<file path="config.mk">
export PLATFORM = sky130hd
export DESIGN_NAME = ysyx_23060203_ifu
export DESIGN_NICKNAME = d
export VERILOG_FILES = /design/src/rtl/ysyx_23060203_ifu_pkg.sv /design/src/rtl/ysyx_23060203_bpu.sv /design/src/rtl/ysyx_23060203_ifu.sv
export SDC_FILE = /design/constraint.sdc
export NUM_CORES = 1
export LEC_CHECK = 0
export BUFFER_PORTS_ARGS = -buffer_cell sky130_fd_sc_hd__buf_2
export CAP_MARGIN = 20
export CORE_MARGIN = 2
export CORE_UTILIZATION = 35
export CTS_CLUSTER_SIZE = 10
export DETAILED_ROUTE_END_ITERATION = 16
export GPL_TIMING_DRIVEN = 0
export PLACE_DENSITY = 0.66
export SETUP_SLACK_MARGIN = 0.02
export SLEW_MARGIN = 20
export SYNTH_ARGS = -nofsm -noshare
export SYNTH_HDL_FRONTEND = slang
export SYNTH_SLANG_ARGS = --single-unit
</file>
<file path="constraint.sdc">
create_clock -name clock -period 6.7 [get_ports clock]
set_input_delay 0.67 -clock clock [delete_from_list [all_inputs] [get_ports clock]]
set_output_delay 0.67 -clock clock [all_outputs]
set_load 0.02 [all_outputs]
</file>
<file path="src/rtl/ysyx_23060203_ifu_pkg.sv">
// Shared definitions for the fetch stage: RV32 major opcodes, the IFU state
// encoding and simulation-only performance event ids.
package ysyx_23060203_ifu_pkg;

  localparam int unsigned XLEN = 32;

  // inst[6:2] major opcodes
  typedef enum logic [4:0] {
    OP_LOAD     = 5'b00000,
    OP_MISC_MEM = 5'b00011,
    OP_IMM      = 5'b00100,
    OP_AUIPC    = 5'b00101,
    OP_STORE    = 5'b01000,
    OP_OP       = 5'b01100,
    OP_LUI      = 5'b01101,
    OP_BRANCH   = 5'b11000,
    OP_JALR     = 5'b11001,
    OP_JAL      = 5'b11011,
    OP_SYSTEM   = 5'b11100
  } opcode_e;

  typedef enum logic [1:0] {
    S_REQ  = 2'd0,
    S_WAIT = 2'd1,
    S_OUT  = 2'd2
  } ifu_state_e;

  // Performance event ids, one bit each in perf_event
  localparam int unsigned PERF_IFU_FETCH = 0;
  localparam int unsigned PERF_IFU_DROP  = 1;
  localparam int unsigned PERF_NUM       = 2;

endpackage

</file>
<file path="src/rtl/ysyx_23060203_bpu.sv">
// Static next-PC predictor: backward conditional branches (inst[31] set) are
// predicted taken to pc+imm_b, everything else falls through to pc+4.
// Ports: pc, inst in; npc out (combinational).
module ysyx_23060203_bpu
  import ysyx_23060203_ifu_pkg::*;
(
  input  logic [XLEN-1:0] pc,
  input  logic [XLEN-1:0] inst,
  output logic [XLEN-1:0] npc
);

  logic [XLEN-1:0] imm_b;
  logic            taken;
  logic            unused_inst;

  assign imm_b = {{(XLEN-12){inst[31]}}, inst[7], inst[30:25], inst[11:8], 1'b0};
  assign taken = (inst[6:2] == OP_BRANCH) & inst[31];
  assign npc   = pc + (taken ? imm_b : XLEN'(4));

  assign unused_inst = ^{inst[24:12], inst[1:0]};

endmodule

</file>
<file path="src/rtl/ysyx_23060203_ifu.sv">
// Instruction fetch unit: one read per PC on an AXI4-Lite-style read channel,
// {pc, inst} presented to decode over valid/ready, static next-PC prediction,
// and redirect handling from decode (jump) and execute (exu, higher priority).
// Ports: clock/reset; jump_*/exu_* redirects; ifu_ar*/ifu_r* read channel;
// out_valid/out_ready/out_pc/out_inst to decode.
module ysyx_23060203_ifu
  import ysyx_23060203_ifu_pkg::*;
#(
  parameter logic [31:0] RESET_PC = 32'h3000_0000
) (
  input  logic        clock,
  input  logic        reset,
  input  logic        jump_flush,
  input  logic [31:0] jump_dnpc,
  input  logic        exu_flush,
  input  logic [31:0] exu_dnpc,
  output logic [31:0] ifu_araddr,
  output logic        ifu_arvalid,
  input  logic        ifu_arready,
  input  logic [31:0] ifu_rdata,
  input  logic [1:0]  ifu_rresp,
  input  logic        ifu_rvalid,
  output logic        ifu_rready,
  output logic        out_valid,
  input  logic        out_ready,
  output logic [31:0] out_pc,
  output logic [31:0] out_inst
);

  ifu_state_e  state, state_nxt;
  logic [31:0] pc, pc_nxt;
  logic [31:0] inst, inst_nxt;
  logic [31:0] pend_pc, pend_pc_nxt;
  logic        drop, drop_nxt;
  logic        redir_pend, redir_pend_nxt;
  logic        redirect;
  logic [31:0] rtarget;
  logic [31:0] npc;
  logic        bubble;
  logic        unused_rresp;

  assign redirect = exu_flush | jump_flush;
  assign rtarget  = exu_flush ? exu_dnpc : jump_dnpc;

  // drop kept set alongside redir_pend marks the owed bubble cycle in S_REQ
  assign bubble = redir_pend & drop;

  assign ifu_araddr = pc;
  assign out_pc     = pc;
  assign out_inst   = inst;

  assign unused_rresp = ^ifu_rresp;

  ysyx_23060203_bpu u_bpu (
    .pc  (pc),
    .inst(inst),
    .npc (npc)
  );

  // State register
  always_ff @(posedge clock) begin
    if (reset) begin
      state      <= S_REQ;
      pc         <= RESET_PC;
      inst       <= '0;
      pend_pc    <= '0;
      drop       <= 1'b0;
      redir_pend <= 1'b0;
    end else begin
      state      <= state_nxt;
      pc         <= pc_nxt;
      inst       <= inst_nxt;
      pend_pc    <= pend_pc_nxt;
      drop       <= drop_nxt;
      redir_pend <= redir_pend_nxt;
    end
  end

  // Next state and handshake outputs
  always_comb begin
    state_nxt      = state;
    pc_nxt         = pc;
    inst_nxt       = inst;
    pend_pc_nxt    = pend_pc;
    drop_nxt       = drop;
    redir_pend_nxt = redir_pend;
    ifu_arvalid    = 1'b0;
    ifu_rready     = 1'b0;
    out_valid      = 1'b0;

    case (state)
      S_REQ: begin
        if (bubble) begin
          // Retarget before raising arvalid on the new address
          pc_nxt         = redirect ? rtarget : pend_pc;
          redir_pend_nxt = 1'b0;
          drop_nxt       = 1'b0;
        end else begin
          ifu_arvalid = 1'b1;
          // araddr must hold while arvalid is up, so the redirect is parked
          if (redirect) begin
            redir_pend_nxt = 1'b1;
            pend_pc_nxt    = rtarget;
          end
          if (ifu_arready) begin
            state_nxt = S_WAIT;
            if (redirect | redir_pend) drop_nxt = 1'b1;
          end
        end
      end

      S_WAIT: begin
        ifu_rready = 1'b1;
        if (ifu_rvalid) begin
          state_nxt = S_REQ;
          if (redirect) begin
            pc_nxt         = rtarget;
            drop_nxt       = 1'b0;
            redir_pend_nxt = 1'b0;
          end else if (drop) begin
            drop_nxt = redir_pend;
          end else begin
            inst_nxt  = ifu_rdata;
            state_nxt = S_OUT;
          end
        end else if (redirect) begin
          pc_nxt         = rtarget;
          drop_nxt       = 1'b1;
          redir_pend_nxt = 1'b0;
        end
      end

      S_OUT: begin
        out_valid = ~redirect;
        if (redirect) begin
          pc_nxt    = rtarget;
          state_nxt = S_REQ;
        end else if (out_ready) begin
          pc_nxt    = npc;
          state_nxt = S_REQ;
        end
      end

      default: state_nxt = S_REQ;
    endcase
  end

`ifndef SYNTHESIS
  // Simulation-only fetch/drop/error event counters
  logic [PERF_NUM-1:0] perf_event;
  logic [31:0]         perf_cnt_fetch;
  logic [31:0]         perf_cnt_drop;
  logic [31:0]         rresp_err_cnt;
  logic                r_fire;

  assign r_fire                     = (state == S_WAIT) & ifu_rvalid;
  assign perf_event[PERF_IFU_FETCH] = r_fire & ~drop & ~redirect;
  assign perf_event[PERF_IFU_DROP]  = r_fire & (drop | redirect);

  always_ff @(posedge clock) begin
    if (reset) begin
      perf_cnt_fetch <= '0;
      perf_cnt_drop  <= '0;
      rresp_err_cnt  <= '0;
    end else begin
      if (perf_event[PERF_IFU_FETCH]) perf_cnt_fetch <= perf_cnt_fetch + 32'd1;
      if (perf_event[PERF_IFU_DROP])  perf_cnt_drop  <= perf_cnt_drop + 32'd1;
      if (r_fire && (ifu_rresp != 2'b00)) rresp_err_cnt <= rresp_err_cnt + 32'd1;
    end
  end
`endif

endmodule

</file>
==> flow_summary.yaml, run 1 <==
logic_synthesis:
  ys_top_cells_by_area: "dfxtp_1 28%, nand2_1 9.4%, a21oi_1 8.7%"
  synth-seq-cells: 100
  synthArstFlopShare_pct: 0
  synth_commonest_cells: "179 x nand2_1, 125 x a21oi_1, 100 x dfxtp_1"
  syn_inst: 985
  synth-edff-count: 0
  syn_nets: 1125
  synth_warnings: 0
  synthFlopType: "dfxtp_1"
  yosysTopAreaCell: "dfxtp_1"
  syn_area_per_cell_um2: 7.29
  ys_seq_area_share_pct: 27.9
  ys_types: 70
  synth_top_area_share_pct: 27.9
  synth_most_common_cell: "nand2_1"
  synth_area_mm2: 0.00718
setup_path:
  cpPeakStageDelay_ns: 0.56
  r2r-start: "out_inst[2]$_SDFFE_PP0P_"
  cp.required_ns: 6.95
  ff2ff_path_depth: 13
  crit_chain: "nor4b_1, and3_1, clkbuf_2, and2_1, ha_1, and2b_1, o2111ai_1, a21oi_1, nor3b_1, o21ai_1, a21oi_1, nor2_1, o31a_1"
  critPathSlowestCell: "clkbuf_2"
  crit_start: "out_inst[2]$_SDFFE_PP0P_"
  cp-end-kind: "register"
  critPathKind: "register to register"
  arrival_ns: 4.41
  crit_fanout: 28
  critPathLaunchType: "register"
  cp_common_cell: "a21oi_1"
cts:
  post_cts_resized: 0
  cts.path.max_buffers: 2
  numCtsBuffers: 9
  cts.sinks: 100
  clkTransAtPathRegs_ns: 0.07
  h-tree-depth: 3
  post_cts.repair.setup_buffers: 0
  cts_root_buf: "clkbuf_16"
  tritoncts: "built"
  clk_latency_ns: 0.36
  cts_hold_buf: 0
timing:
  post-route-min-period_ns: 4.16
  grt_setup_unrepaired: "false"
  hold_violations: 0
  slew_headroom_pct: 29.8
  finalSetupTns_ns: 0
  setup_viol: 0
  fmax_mhz: 240
  slew_viol_final: 0
  skew_ns: 0.00859
  finalCritPeriodShare_pct: 62.1
  max_slew.worst_pin.slew_ns: 1.05
hold_path:
  hold_start: "out_inst[24]$_SDFFE_PP0P_"
  hp-class: "register to register"
  whs_path_depth: 2
floorplanning:
  fp.coreArea_mm2: 0.0202
  io_pins: 204
  die_w_um: 147
  fp-row-count: 52
  dieArea_mm2: 0.0217
  die_y_um: 147
  start_util_pct: 35.6
global_routing:
  antenna_found_initial: 2
  grt_pass1_vias: 7317
  grtUsageTotal_pct: 23.7
  grt-ovfl-total: 0
  grt_max_degree: 29
  grt_pass1_wl_um: 40400
placed_design:
  port-buffer-count: 200
  gpl.final_weighted_congestion: 0.927
  dpl.hpwl_um: 20200
power_and_ir_drop:
  ir_drop_mv: 0.143
  finalPower_w: 0.00223
  power_density_mw_per_mm2: 254
  p_leak_nw: 4.05
route:
  routed_wirelength_um: 26300
  drt-initial-drc-count: 623
  drc: 0
  vias_per_cell: 5.43
  vias: 7999
  firstDrtPassIters: 5
  wl_per_cell_um: 17.9
  ant_nets: 0
final_layout:
  final_util_pct: 43.6
  nets: 1336
  drive_gt1_share_pct: 23.7
  areaGrowthSynthToFinish_pct: 22.5
flow_run:
  cap_violations: 0
outcome:
  status: "finished clean"
==> layout by cell type (no fill, tap or decap), types with 11 or more instances in the layout <==
cell type	instances
dfxtp_1	100
ha_1	34
nand2_1	179
a21oi_1	125
clkbuf_1	45
xor2_1	11
and2_1	12
a211oi_1	14
nor2_1	71
buf_2	219
buf_4	32
nand2b_1	15
mux2i_1	48
o21ai_0	63
inv_1	20
a21o_1	13
xnor2_1	12
nor3_1	25
==> critical path: cells and delay by family (launching register included) <==
kind | cells | cell delay (ns)
simple gates | 6 | 1.47
compound gates | 5 | 1.42
flops | 1 | 0.32
buf+inv | 1 | 0.56
fa+ha+maj | 1 | 0.26
==> sequential cells by signal (all words and copies together), names as in the netlist <==
signal and flops:
ifu_araddr 32, drop 1, state 2, pend_pc 32, redir_pend 1, out_inst 32
==> layout make-up <==
cell class | instances | area, um2
inverter | 21 | 78.8
antenna | 2 | 5.00
buffer | 101 | 524
fill | 2147 | 11400
tap | 270 | 338
timing repair buffer | 200 | 1000
clock inverter | 5 | 38.8
clock buffer | 11 | 233
multi-input combinational | 763 | 4580
sequential | 100 | 2000
==> kinds of logic (layout without fill, tap and decap cells) <==
group | Yosys count | in the layout | synth area share, %
compound gates | 301 | 301 | 25.8
buf+inv | 122 | 338 | 8.38
fa+ha+maj | 35 | 35 | 6.20
flops | 100 | 100 | 27.9
xor+xnor | 23 | 23 | 2.81
mux | 51 | 51 | 7.16
other cells | 0 | 2 | 0
simple gates | 353 | 353 | 21.8
==> final timing paths <==
check,to,slack (ns)
max,ifu_araddr[31]$_SDFFE_PP0P_,2.54
min,out_inst[24]$_SDFFE_PP0P_,0.45
max reg2reg,ifu_araddr[31]$_SDFFE_PP0P_,2.54
min reg2reg,out_inst[24]$_SDFFE_PP0P_,0.45
==> report_power, final <==
group	internal [W]	leakage [nW]	switching (W)	total, W
Sequential	0.000679	0.819	0.0000817	0.000760
Clock	0.000254	0.130	0.000248	0.000502
Combinational	0.000347	3.10	0.000625	0.000971
Total	0.00128	4.05	0.000954	0.00223
==> routing by layer <==
layer  global-route usage [%]  vias up  share of wire, %
met3                     4.63       58               8.4
li1                         -     3879                 -
met2                     38.0      349                45
met1                     31.5     3713                43
met4                     9.42        0               3.5
met5                        0        -                 0
==> through the flow <==
stage          setup WS (ns)  cell area (um2)  std cells  hold slack (ns)
3_3_place_gp            2.07             8520       1455            0.439
4_1_cts                 2.52             8790       1471            0.456
5_1_grt                 2.27             8790       1471            0.468
3_5_place_dp            2.55             8520       1455            0.447
2_1_floorplan           3.12             7180        985            0.436
6_report                2.54             8800       1473            0.453
No activity file was read; power rests on OpenSTA's default activity.
==> inputs of run 2 (changes only) <==
--- a/config.mk
+++ b/config.mk
@@ -12,7 +12,7 @@
 export CTS_CLUSTER_SIZE = 10
 export DETAILED_ROUTE_END_ITERATION = 16
 export GPL_TIMING_DRIVEN = 0
-export PLACE_DENSITY = 0.66
+export PLACE_DENSITY = 0.69
 export SETUP_SLACK_MARGIN = 0.02
 export SLEW_MARGIN = 20
 export SYNTH_ARGS = -nofsm -noshare
==> constraint.sdc (replaced) <==
create_clock -name clock -period 3.7 [get_ports clock]
set_input_delay 0.37 -clock clock [delete_from_list [all_inputs] [get_ports clock]]
set_output_delay 0.37 -clock clock [all_outputs]
set_load 0.02 [all_outputs]
==> flow_summary.yaml, run 2 (synthesis results as in run 1) <==
timing:
  post-route-min-period_ns: 3.48
  slew_viol_final: 0
  skew_ns: 0.00718
  setup_viol: 0
  hold_violations: 0
  max_slew.worst_pin.slew_ns: 0.979
  finalCritPeriodShare_pct: 94.0
  fmax_mhz: 287
  setup_slack_ns: 0.221
  grt_setup_unrepaired: "false"
  slew_headroom_pct: 34.7
final_layout:
  final_common_cell: "buf_2"
  areaGrowthSynthToFinish_pct: 24.7
  fin_cells: 1474
  fill_cells: 2133
  final_cell_mix: "219 x buf_2, 179 x nand2_1, 122 x a21oi_1"
  drive_gt1_share_pct: 24.9
  nets: 1338
route:
  drc: 0
  firstDrtPassIters: 5
  routed_wirelength_um: 26500
  vias: 7933
  wl_per_cell_um: 18.0
  vias_per_cell: 5.38
  drt-initial-drc-count: 533
  ant_nets: 0
placed_design:
  port-buffer-count: 200
  dpl.hpwl_um: 20400
  pre_cts_ws_ns: -0.631
  dp.cells: 1455
  gpl.final_weighted_congestion: 0.927
setup_path:
  arrival_ns: 3.75
  crit_chain: "nor4b_2, and3_4, and2_1, ha_1, inv_1, fa_1, and2b_1, o2111ai_4, a21oi_4, nor2_1, o31ai_2, xor2_1, a221oi_1, nor4_1"
  worst-path-buf-inv: 1
  critPathSlowestCell: "fa_1"
  crit_cells: 14
  crit_start: "out_inst[2]$_SDFFE_PP0P_"
  ff2ff_path_depth: 14
  critPathLaunchType: "register"
  rrSetupSlack_ns: 0.22
  crit_path_end: "ifu_araddr[19]$_SDFFE_PP0P_"
  r2r-start: "out_inst[2]$_SDFFE_PP0P_"
  crit_fanout: 4
  critPathKind: "register to register"
  cp-end-kind: "register"
  cpPeakStageDelay_ns: 0.40
  cp.required_ns: 3.97
  critPathTopFamily: "simple AND/OR/NAND/NOR gates"
  reg2reg_to: "ifu_araddr[19]$_SDFFE_PP0P_"
global_routing:
  antenna_found_initial: 3
  grt_pass1_wl_um: 41000
  grt-ovfl-total: 0
  grt_pass1_vias: 7557
  grtUsageTotal_pct: 24.1
  grt_max_degree: 29
floorplanning:
  fp.coreArea_mm2: 0.0202
  start_util_pct: 35.6
  fp-row-count: 52
  die_w_um: 147
  io_pins: 204
  die_y_um: 147
  dieArea_mm2: 0.0217
outcome:
  status: "finished clean"
cts:
  cts_root_buf: "clkbuf_16"
  tritoncts: "built"
  cts.path.max_buffers: 2
  numCtsBuffers: 9
  clkTransAtPathRegs_ns: 0.08
  cts.sinks: 100
  h-tree-depth: 3
  clk_latency_ns: 0.36
power_and_ir_drop:
  ir_drop_mv: 0.236
  power_density_mw_per_mm2: 472
  p_leak_nw: 4.11
hold_path:
  hp-class: "input pin to register"
flow_run:
  cap_violations: 0
==> run 2: cell types whose count changed in the layout (fill, tap and decap cells not counted), sizes merged <==
cell / previous run / this run
clkinv: 5 / 1
clkinvlp: 1 / 2
inv: 20 / 22
buf: 257 / 260
bufinv: 0 / 2
diode: 2 / 1
clkbuf: 55 / 53
==> run 2: layout make-up <==
class                           instances  area [um2]  area share, %
Multi-Input combinational cell        763        4650           51.9
Sequential cell                       100        2000           22.4
Timing Repair Buffer                  202        1020           11.4
Buffer                                101         534           5.97
Tap cell                              270         338           3.77
Clock buffer                           10         239           2.67
Clock inverter                          6        95.1           1.06
Inverter                               21        78.8          0.881
Antenna cell                            1        2.50         0.0280
==> run 2: timing repair <==
item,CTS,global route
endpoints found under the hold margin,0,0
pin swaps,1,3
setup endpoints to repair,23,12
setup buffers,1,1
gates resized for setup,9,8
hold buffers,0,0
==> run 2: worst reg2reg max path, delay by kind of cell (launching register included) <==
| family | cells | cell delay, ns |
|---|---|---|
| compound gates | 4 | 0.85 |
| xor+xnor | 1 | 0.24 |
| flops | 1 | 0.34 |
| simple gates | 6 | 1.34 |
| fa+ha+maj | 2 | 0.57 |
| buf+inv | 1 | 0.06 |
==> run 2: power breakdown <==
part	internal (W)	total, W	switching, W
Clock	0.000619	0.00108	0.000463
Sequential	0.00123	0.00138	0.000154
Combinational	0.000631	0.00176	0.00113
Total	0.00248	0.00423	0.00175
==> run 2: worst min path at each step <==
stage	start	to	cells past startpoint
floorplan	pend_pc[10]$_SDFFE_PP0P_	pend_pc[10]$_SDFFE_PP0P_	2
global placement	out_inst[22]$_SDFFE_PP0P_	out_inst[22]$_SDFFE_PP0P_	2
detailed placement	pend_pc[30]$_SDFFE_PP0P_	pend_pc[30]$_SDFFE_PP0P_	2
CTS	ifu_rdata[14]	out_inst[14]$_SDFFE_PP0P_	3
global route	ifu_rdata[26]	out_inst[26]$_SDFFE_PP0P_	3
finish	ifu_rdata[26]	out_inst[26]$_SDFFE_PP0P_	3
==> run 2: metal layers <==
metal	track usage (%)	vias to the layer above	share of wire, %
met5	0	-	0.10
met4	10.8	4	3.5
met3	5.50	63	8.1
met2	39.2	342	46
met1	30.4	3643	42
li1	-	3881	-
==> run 2: through the flow <==
step / hold slack [ns] / utilization [%] / total power, W / cell area (um2) / setup TNS (ns)
2_1_floorplan: 0.436 / - / 0.00254 / 7180 / 0
3_3_place_gp: 0.441 / 42.2 / 0.00311 / 8520 / -15.63
3_5_place_dp: 0.447 / 42.2 / 0.00313 / 8520 / -5.82
4_1_cts: 0.234 / 44.1 / 0.00420 / 8900 / 0
5_1_grt: 0.243 / 44.4 / 0.00446 / 8950 / 0
6_report: 0.238 / 44.4 / 0.00423 / 8950 / 0
